[src/rtl/noc_funnel_tx.sv]
// Purpose : serialise one NOCDataH packet (128b data + 16b length) into a header word plus ceil(min(len,16)/bytes-per-word) payload words.
// Latency : header offered 1 cycle after the input transfer, payload word 0 at the earliest 2 cycles after it.
// Backpr. : out_enq_rdy low freezes state, idx and out_enq_dat; input accepted only in IDLE (no comb path out->in rdy).
module noc_funnel_tx #(
    parameter int dataWidth   = 32,
    parameter int funnelWidth = 99
) (
    input  logic                 CLK,
    input  logic                 nRST,
    input  logic                 in_enq_vld,
    input  logic [143:0]         in_enq_dat,
    output logic                 in_enq_rdy,
    output logic                 out_enq_vld,
    output logic [dataWidth-1:0] out_enq_dat,
    input  logic                 out_enq_rdy,
    output logic                 busy
);

    localparam int BPW    = dataWidth / 8;
    localparam int BPW_SH = $clog2(BPW);
    localparam int DW_SH  = $clog2(dataWidth);

    // funnelWidth only shapes the downstream interface type; it is checked
    // here so an illegal instantiation is caught at elaboration.
    if (!((dataWidth == 32) || (dataWidth == 64) || (dataWidth == 128)) || (funnelWidth < 1)) begin : g_param_check
        $error("noc_funnel_tx: dataWidth must be 32, 64 or 128 and funnelWidth positive");
    end

    typedef struct packed {
        logic [127:0] data;
        logic [15:0]  length;
    } noc_data_h_t;

    typedef enum logic [1:0] {
        IDLE = 2'd0,
        HDR  = 2'd1,
        BODY = 2'd2
    } state_e;

    noc_data_h_t in_pkt;
    assign in_pkt = in_enq_dat;

    state_e       state_q,  state_d;
    logic [127:0] data_q,   data_d;
    logic [15:0]  len_q,    len_d;
    logic [4:0]   nwords_q, nwords_d;
    logic [4:0]   idx_q,    idx_d;

    logic [4:0]   nbytes;
    logic [4:0]   nwords_calc;
    logic         in_xfer;
    logic         out_xfer;

    // Byte count clamps at 16; 16 + (BPW-1) <= 31 so 5 bits never overflow.
    always_comb begin
        nbytes      = (in_pkt.length > 16'd16) ? 5'd16 : in_pkt.length[4:0];
        nwords_calc = (nbytes + 5'(BPW - 1)) >> BPW_SH;
    end

    // State register
    always_ff @(posedge CLK) begin
        if (!nRST) begin
            state_q  <= IDLE;
            data_q   <= '0;
            len_q    <= '0;
            nwords_q <= '0;
            idx_q    <= '0;
        end else begin
            state_q  <= state_d;
            data_q   <= data_d;
            len_q    <= len_d;
            nwords_q <= nwords_d;
            idx_q    <= idx_d;
        end
    end

    // Next-state logic
    always_comb begin
        state_d  = state_q;
        data_d   = data_q;
        len_d    = len_q;
        nwords_d = nwords_q;
        idx_d    = idx_q;
        in_xfer  = in_enq_vld && (state_q == IDLE);
        out_xfer = ((state_q == HDR) || (state_q == BODY)) && out_enq_rdy;

        case (state_q)
            IDLE: begin
                if (in_xfer) begin
                    data_d   = in_pkt.data;
                    len_d    = in_pkt.length;
                    nwords_d = nwords_calc;
                    idx_d    = '0;
                    state_d  = HDR;
                end
            end
            HDR: begin
                if (out_xfer) begin
                    state_d = (nwords_q == 5'd0) ? IDLE : BODY;
                end
            end
            BODY: begin
                if (out_xfer) begin
                    idx_d = idx_q + 5'd1;
                    if (idx_q == (nwords_q - 5'd1)) begin
                        state_d = IDLE;
                    end
                end
            end
            default: state_d = IDLE;
        endcase
    end

    // Output logic
    logic [31:0]  shamt;
    logic [127:0] shifted;

    always_comb begin
        shamt       = 32'(idx_q) << DW_SH;
        shifted     = data_q >> shamt;
        in_enq_rdy  = (state_q == IDLE);
        busy        = (state_q != IDLE);
        out_enq_vld = ((state_q == HDR) || (state_q == BODY)) && out_enq_rdy;
        out_enq_dat = '0;
        case (state_q)
            HDR:     out_enq_dat = dataWidth'(len_q);
            BODY:    out_enq_dat = shifted[dataWidth-1:0];
            default: out_enq_dat = '0;
        endcase
    end

endmodule

[config.mk]
export PLATFORM = sky130hd
export DESIGN_NAME = noc_funnel_tx
export DESIGN_NICKNAME = d
export VERILOG_FILES = /design/src/rtl/noc_funnel_tx.sv
export SDC_FILE = /design/constraint.sdc
export NUM_CORES = 1
export LEC_CHECK = 0
export CORE_UTILIZATION = 45
export CTS_BUF_LIST = sky130_fd_sc_hd__clkbuf_8
export DETAILED_ROUTE_END_ITERATION = 12
export GPL_TIMING_DRIVEN = 1
export PLACE_DENSITY = 0.78
export SETUP_SLACK_MARGIN = 0.05
export SYNTH_ARGS = -nofsm -noshare
export SYNTH_HDL_FRONTEND = slang
export SYNTH_SLANG_ARGS = --single-unit
[constraint.sdc]
create_clock -name CLK -period 2.15 [get_ports CLK]
set_clock_uncertainty 0.1 [all_clocks]
set_input_delay 0.43 -clock CLK [delete_from_list [all_inputs] [get_ports CLK]]
set_output_delay 0.43 -clock CLK [all_outputs]
set_load 0.05 [all_outputs]
* Word-level counts from Yosys, hierarchy flattened
Cells that the tools add are included.
** Storage, ports and cells
- Register bits after elaboration :: 154
- Bits in latches :: 0
- Bits in writable memories :: 0
- Bits in read-only memories :: 0
- Bits of input ports :: 148
- Output and inout port bits :: 35
- Memories :: 0
** Operators by class
- Add/sub/neg operators :: 3
- Multiply operators :: 0
- Divide/modulo/power cells :: 0
- Magnitude comparators :: 1
- Equality and inequality tests :: 7
- Shift-type cells :: 1
- Mux-type cells :: 11
- Bitwise operators :: 0
- Reduce and logical (&&, ||, !) cells :: 10
** Operator list (number)
- $shr 128x10->32 :: 1
- $pmux 32 s2 :: 1
- $gt 16x5->1 const B :: 1
- $mux 5 :: 3
- $mux 2 :: 5
- $pmux 5 s2 :: 1
- $pmux 2 s3 :: 1
- $add 5x1->5 const B :: 1
- $add 5x2->5 const B :: 1
- $eq 5x5->1 :: 1
- $logic_not 5->1 :: 1
- $ne 2x1->1 const B :: 2
- $ne 2x2->1 const B :: 2
- $reduce_and 4->1 :: 1
- $reduce_bool 2->1 :: 2
- $sub 3x1->4 const B :: 1
- $reduce_and 3->1 :: 1
- $eq 2x1->1 const B :: 1
- $eq 2x2->1 const B :: 1
- $logic_and 1x1->1 :: 2
- $logic_not 2->1 :: 1
- $reduce_and 2->1 :: 1
- $logic_or 1x1->1 :: 1

* Logic depth before layout (Yosys ltp)
- Depth in word-level cells :: 5
- Gate-level depth with buffers :: 9
- Gate-level depth less buffers :: 6

* Worst setup path after synthesis
Ideal clock, no wire load.
- Path kind :: reg-to-output
- Start point :: register state_q[0]
- End point :: output out_enq_dat[0]
- Data arrival time :: 1789 ps
- Data required time :: 1620 ps
- Slack :: -169 ps
- Cell stages (with the launch flop) :: 7
- Path buffers :: 2
- Cell sequence :: dfxtp_1 > inv_1 > ha_1 > and2_1 > clkbuf_1 > clkbuf_1 > a22o_1
** On the way
- Word-level cells in the longest chain between the ends :: 2
- Elaborated cells on any way between the ends :: 3
- Those cells by class :: eq/ne: 2; mux: 1
** Ends and longest elaborated chain
- start: declaration :: RTL line 43 : state_e state_q, state_d;
- start signal: assignment :: RTL line 69 : state_q <= state_d;
- $eq 2x2->1 / $eq 2x1->1 (equally long branches) :: RTL line 125 : case (state_q)
- $pmux 32 s2 * :: RTL line 125
- end: declaration :: RTL line 14 : output logic [dataWidth-1:0] out_enq_dat,
Mark *: on every way between the ends. The rest lies on a longest branch, timed or not.

* Worst setup path after layout
- Start point :: register state_q[0]
- End point :: output out_enq_dat[10]
Same word-level chain as after synthesis.

==> results_tabular.tex <==
\begin{tabular}{lr}
\hline
Metric & Value \\
\hline
\multicolumn{2}{l}{\textbf{Floorplanning}} \\
\quad CORE AREA & 15300 µm² \\
\quad Top-Level Pins & 183 \\
\quad Die Y & 127 µm \\
\quad Horizontal die dimension & 127 µm \\
\quad Starting density of the core & 0.464 \\
\quad FP Rows & 45 \\
\quad Floorplan die area & 16300 µm² \\
\multicolumn{2}{l}{\textbf{Pwr}} \\
\quad Static leakage power & 3.90 nW \\
\quad Max IR drop VDD & 0.000549 V \\
\quad Power per cell area & 792 nW/µm² \\
\quad Total design power & 0.00816 W \\
\multicolumn{2}{l}{\textbf{Worst setup path}} \\
\quad Worst reg2reg path startpoint & nwords\_q[0] \\
\quad Worst setup path endpoint & out\_enq\_dat[10] \\
\quad Launching element type of the critical path & flop \\
\quad Worst R2R Setup Slack & 0.31 ns \\
\quad Worst Setup Path Type & reg2out \\
\quad Worst EP arrival & 1.99 ns \\
\quad Origin of the worst setup path & state\_q[0] \\
\quad Logic depth of the worst register-to-register path & 6 \\
\quad Max Fanout on Critical Path & 6 \\
\quad Data required time of the worst path & 1.62 ns \\
\quad Endpoint type of the worst setup path & output pin \\
\quad Destination of the worst register-to-register timing path & state\_q[1] \\
\multicolumn{2}{l}{\textbf{STA}} \\
\quad Crit path time final & 2.52 ns \\
\quad Achievable Freq & 397 MHz \\
\quad Remaining max-slew budget at the tightest pin & 0.659 \\
\quad Final hold violation count & 0 \\
\quad Setup slack after layout & -0.372 ns \\
\quad Unrepaired setup endpoints after global routing & true \\
\quad Setup violations, final & 32 \\
\quad Worst-margin pin slew & 0.510 ns \\
\quad Fraction of the cycle the final worst path needs & 1.17 \\
\quad Final Slew Violations & 0 \\
\multicolumn{2}{l}{\textbf{GRT}} \\
\quad Antenna violations before repair & 1 \\
\quad Overflow left after global routing & 0 \\
\quad Vias in the first global route & 5984 \\
\quad Global-route wire length before repair & 29.9 mm \\
\quad Largest net degree at the start of global routing & 60 \\
\quad Tot GR Track Use & 0.237 \\
\multicolumn{2}{l}{\textbf{Detailed routing}} \\
\quad Detail Route Antenna Nets & 0 \\
\quad Total routed wire length on the met1 layer & 8.11 mm \\
\quad 1st-iter DRT viols & 364 \\
\quad Length of routed met2 wiring & 9.29 mm \\
\quad Wire length on met3 & 1.04 mm \\
\quad Drc violations & 0 \\
\quad Average wire per standard cell & 15.9 µm \\
\quad Vias & 6016 \\
\quad Drt via density & 5.09 \\
\quad Total Routed Length & 18.8 mm \\
\quad Top routing layer in use & met5 \\
\quad Iteration count of the initial detailed-routing pass & 5 \\
\multicolumn{2}{l}{\textbf{Status}} \\
\quad Violated checks & setup timing \\
\quad Outcome & finished, violations left \\
\multicolumn{2}{l}{\textbf{Synth}} \\
\quad Count of flip-flops with a built-in enable after synthesis & 0 \\
\quad Proportion of synthesized flip-flops having asynchronous set or reset & 0 \\
\quad Predominant post-synthesis flop cell & dfxtp\_1 \\
\quad Total of flip-flops plus latches after synthesis & 154 \\
\quad Synth top area cells & dfxtp\_1 44\%, nand2\_1 16\%, a21boi\_0 15\%, mux4\_2 7.9\%, mux4\_1 2.6\% \\
\quad Average cell area after synthesis & 9.00 µm² \\
\quad Post-synthesis instance area & 7090 µm² \\
\quad Cell taking the most area after synthesis & dfxtp\_1 \\
\quad Sequential fraction of the synthesis area & 0.435 \\
\quad Cell variety after synth & 39 \\
\quad Count of synthesis-stage warnings from yosys & 0 \\
\quad Yosys top cell area share & 0.435 \\
\quad Net count after synthesis & 941 \\
\quad Post-Synthesis Cells & 787 \\
\multicolumn{2}{l}{\textbf{Final layout}} \\
\quad Top library cells by usage in the layout, fill and taps aside & 293 x nand2\_1, 150 x dfxtp\_1, 146 x clkdlybuf4s50\_1, 145 x a21boi\_0, 52 x buf\_12 \\
\quad Final \#Nets & 1112 \\
\quad Layout overhead on the synthesized area & 45.3\% \\
\quad Layout cells sized above 1 & 0.174 \\
\quad Leading cell type in the layout, fill and taps excluded & nand2\_1 \\
\quad Diodes inserted & 0 \\
\quad Fill cell count & 1203 \\
\multicolumn{2}{l}{\textbf{CTS}} \\
\quad Cts hold-fix bufs & 0 \\
\quad TritonCTS Buffers & 17 \\
\quad Clock transition at the registers of the reported paths & 0.08 ns \\
\quad Clock tree sinks & 154 \\
\quad Root Buffer Master & clkbuf\_8 \\
\quad Clock insertion delay at the later pin of the skew report & 0.43 ns \\
\quad Buffers from clock root to sink, at most & 2 \\
\quad H-tree depth reported by CTS & 4 \\
\quad CTS tree & done \\
\multicolumn{2}{l}{\textbf{Placement}} \\
\quad Count of input and output buffers & 182 \\
\quad HPWL reported at the end of detailed placement & 12.6 mm \\
\quad Post-Place Setup Slack & -0.0102 ns \\
\quad Final estimated routing congestion in global placement & 0.844 \\
\multicolumn{2}{l}{\textbf{Worst hold path}} \\
\quad Hold WC Path Type & reg2reg \\
\multicolumn{2}{l}{\textbf{Run}} \\
\quad Max-cap violation count & 0 \\
\hline
\end{tabular}
[stage by stage]
step	hold WS (ns)	area (µm²)	util	setup TNS (ns)	std cells
3_5_place_dp	0.354	9600	0.629	-0.0102	1142
2_1_floorplan	0.339	7130	-	0	787
6_report	0.363	10300	0.675	-10.68	1181
4_1_cts	0.336	10300	0.675	-11.41	1182
3_3_place_gp	0.347	9600	0.629	0	1142
5_1_grt	0.345	10300	0.675	-12.65	1181
[worst min path at each step]
stage	from	endpoint	depth (start not counted)
floorplan	data_q[36]	data_q[36]	2
global route	nRST	data_q[21]	2
global placement	data_q[80]	data_q[80]	2
finish	data_q[84]	data_q[84]	2
CTS	nRST	data_q[53]	2
detailed placement	data_q[76]	data_q[76]	2
[routing by layer]
layer | vias to the layer above | global-route usage
met5 | - | 0
met4 | 2 | 0.0875
met3 | 24 | 0.0599
met2 | 178 | 0.392
met1 | 2821 | 0.299
li1 | 2991 | -
[state kept, by name, indices dropped and copies added, names as in the netlist]
signal	count
data_q	128
len_q	16
idx_q	5
nwords_q	3
state_q	2
[synth_stat cells (4+ instances only)]
| library cell | count |
|---|---|
| a21boi_0 | 145 |
| a22o_1 | 16 |
| and2_1 | 21 |
| buf_2 | 21 |
| buf_6 | 6 |
| clkbuf_1 | 31 |
| dfxtp_1 | 154 |
| ha_1 | 6 |
| inv_1 | 9 |
| mux2i_1 | 4 |
| mux4_1 | 7 |
| mux4_2 | 25 |
| nand2_1 | 294 |
| nor2_1 | 7 |
| nor3_1 | 4 |
| o21ai_0 | 4 |
| xnor2_1 | 4 |
[layout make-up]
cell class	count	area, µm²	area share
Clock buffer	23	317	0.0307
Clock inverter	8	140	0.0136
Inverter	9	33.8	0.00328
Multi-Input combinational cell	561	3790	0.369
Sequential cell	154	3090	0.300
Tap cell	211	264	0.0256
Timing Repair Buffer	215	2660	0.258
[power by group]
part | internal, W | switching (W)
logic | 0.00106 | 0.00116
registers | 0.00327 | 0.000211
clock network | 0.00144 | 0.00102
total | 0.00576 | 0.00240
[timing repair]
| action | 4_1_cts | 5_1_grt |
|---|---|---|
| cloned | 2 | 0 |
| pin swaps | 12 | 10 |
| resized for setup | 37 | 14 |
| endpoints found under the setup margin | 33 | 33 |
| buffers inserted | 7 | 0 |
[logic make-up after synthesis]
group                      count (synthesis)  share of synthesized area
and+or+nand+nor                          337                      0.192
AOI/OAI and AO/OA                        175                      0.190
DFF                                      154                      0.435
buffers and inverters                     72                     0.0507
muxes                                     36                      0.111
xor gates and xnor gates                   7                     0.0106
adders and majority gates                  6                     0.0106
[worst max-delay path, stage by stage, from the launching register on]
cell	delay (ns)
dfxtp_2	0.34
inv_2	0.05
ha_4	0.24
and4b_2	0.25
buf_12	0.15
buf_12	0.14
a22o_4	0.25
buf_12	0.14
(Power assumes the default switching activity.)
==> edit (config.mk and constraints unchanged) <==
The 3 states of `state_e` get a one-hot encoding in 3 bits.
--- a/src/rtl/noc_funnel_tx.sv
+++ b/src/rtl/noc_funnel_tx.sv
@@ -33,6 +33,6 @@
 
-    typedef enum logic [1:0] {
-        IDLE = 2'd0,
-        HDR  = 2'd1,
-        BODY = 2'd2
+    typedef enum logic [2:0] {
+        IDLE = 3'b001,
+        HDR  = 3'b010,
+        BODY = 3'b100
     } state_e;
Function: no difference found for any inputs over 4 cycles, from zero or initial values and one cycle with nRST low; so few cycles prove little.
==> edit against the unedited design <==
  * The flow still finishes with violations (negative setup slack)
  * Non-clock buffer count grew 2
  * Clock power shrank 14%
  * Routed wire length shrank 3.0%
  * Die area shrank 0.73%
  * Worst setup slack gained 0.086 ns
  * Power shrank 21%
  * Sequential cell count grew 1
  * Area after synthesis shrank 0.74%
  * Cell area shrank 2.7%
==> edit: results (changes against the unedited design) <==
* HP Class: input pin to flip-flop
* Avg Cell Area, Syn at 8.97 um^2 (-0.36%)
* Hpwl dp at 12100 um (-4.3%)
* CP startpoint: idx_q[0]
* Adder-cell share of the synthesized area at 0.534% (-0.53 points)
* Clock buffer cells at 18 (-22%)
* Post-synthesis register bit count at 155 (+0.65%)
* FF/Latch Area at 3120 um^2 (+0.89%)
* Non-Clock Buffer Count at 217 (+0.93%)
* Layout clock area frac at 3.78% (-0.65 points)
* Family with the most delay on the worst path: multiplexers
* R2R Setup Slk at 0.45 ns (+0.14 ns)
* Failing checks: negative setup slack
* GR Util met2 at 40.0% (+0.86 points)
* Initial antenna violation count at 0 (-1)
* Avg WL per Cell at 15.7 um (-1.1%)
* Synth unique cells at 41 (+5.1%)
* Xor and xnor area share after synthesis at 0.996% (-0.063 points)
* Largest net degree at the start of global routing at 64 (+6.7%)
* DR iter-0 viols at 472 (+30%)
* Final setup fails at 32 (unchanged)
* Via density at 5.15 (+1.1%)
* Critical-path top delay cell: mux4_2
* R2R cell count at 5 (-1)
* GR Util met1 at 28.6% (-1.3 points)
* Global-route wire length before repair at 29000 um (-2.9%)
* Layout cells sized above 1 at 16.8% (-0.62 points)
* Total Routed Length at 18200 um (-3.0%)
* Mux cell area share after synthesis at 10.4% (-0.72 points)
* Drt pass-1 iters at 4 (-1)
* Crit Reg-Reg Endpoint: data_q[53]
* Outcome: finished with violations
* Vias in the first global route at 5837 (-2.5%)
* PnR worst setup slack at -0.286 ns (+0.0855 ns)
* Compound-Gate Fraction of Synth Area at 19.4% (+0.43 points)
edit: cell count changes after synthesis, moves of 7 or more:
cell      before  now
mux4_2        25   32
buf_2         21   37
a21boi_1       1  102
clkbuf_1      31   18
mux4_1         7    0
a21boi_0     145   43
edit: repair_timing:
item,in CTS,in global routing
hold buffers,0,0
setup buffers,7,1
resized for setup,28,12
gates cloned,2,1
pin swaps,4,3
endpoints found under the setup margin,35,34
edit: power by group through the flow:
stage | sequential [W] | combinational (W) | clock (W)
final | 0.00319 | 0.00112 | 0.00211
after global routing | 0.00321 | 0.00123 | 0.00228
after global placement | 0.00325 | 0.00109 | 0
after floorplan | 0.00322 | 0.000631 | 0
after detailed placement | 0.00325 | 0.00110 | 0
after CTS | 0.00319 | 0.00112 | 0.00216
edit: worst min path at each step:
stage	endpoint	depth (start not counted)
after global placement	data_q[106]	2
final	state_q[0]	2
after CTS	state_q[0]	2
after global routing	state_q[0]	2
after floorplan	data_q[72]	2
after detailed placement	data_q[97]	2
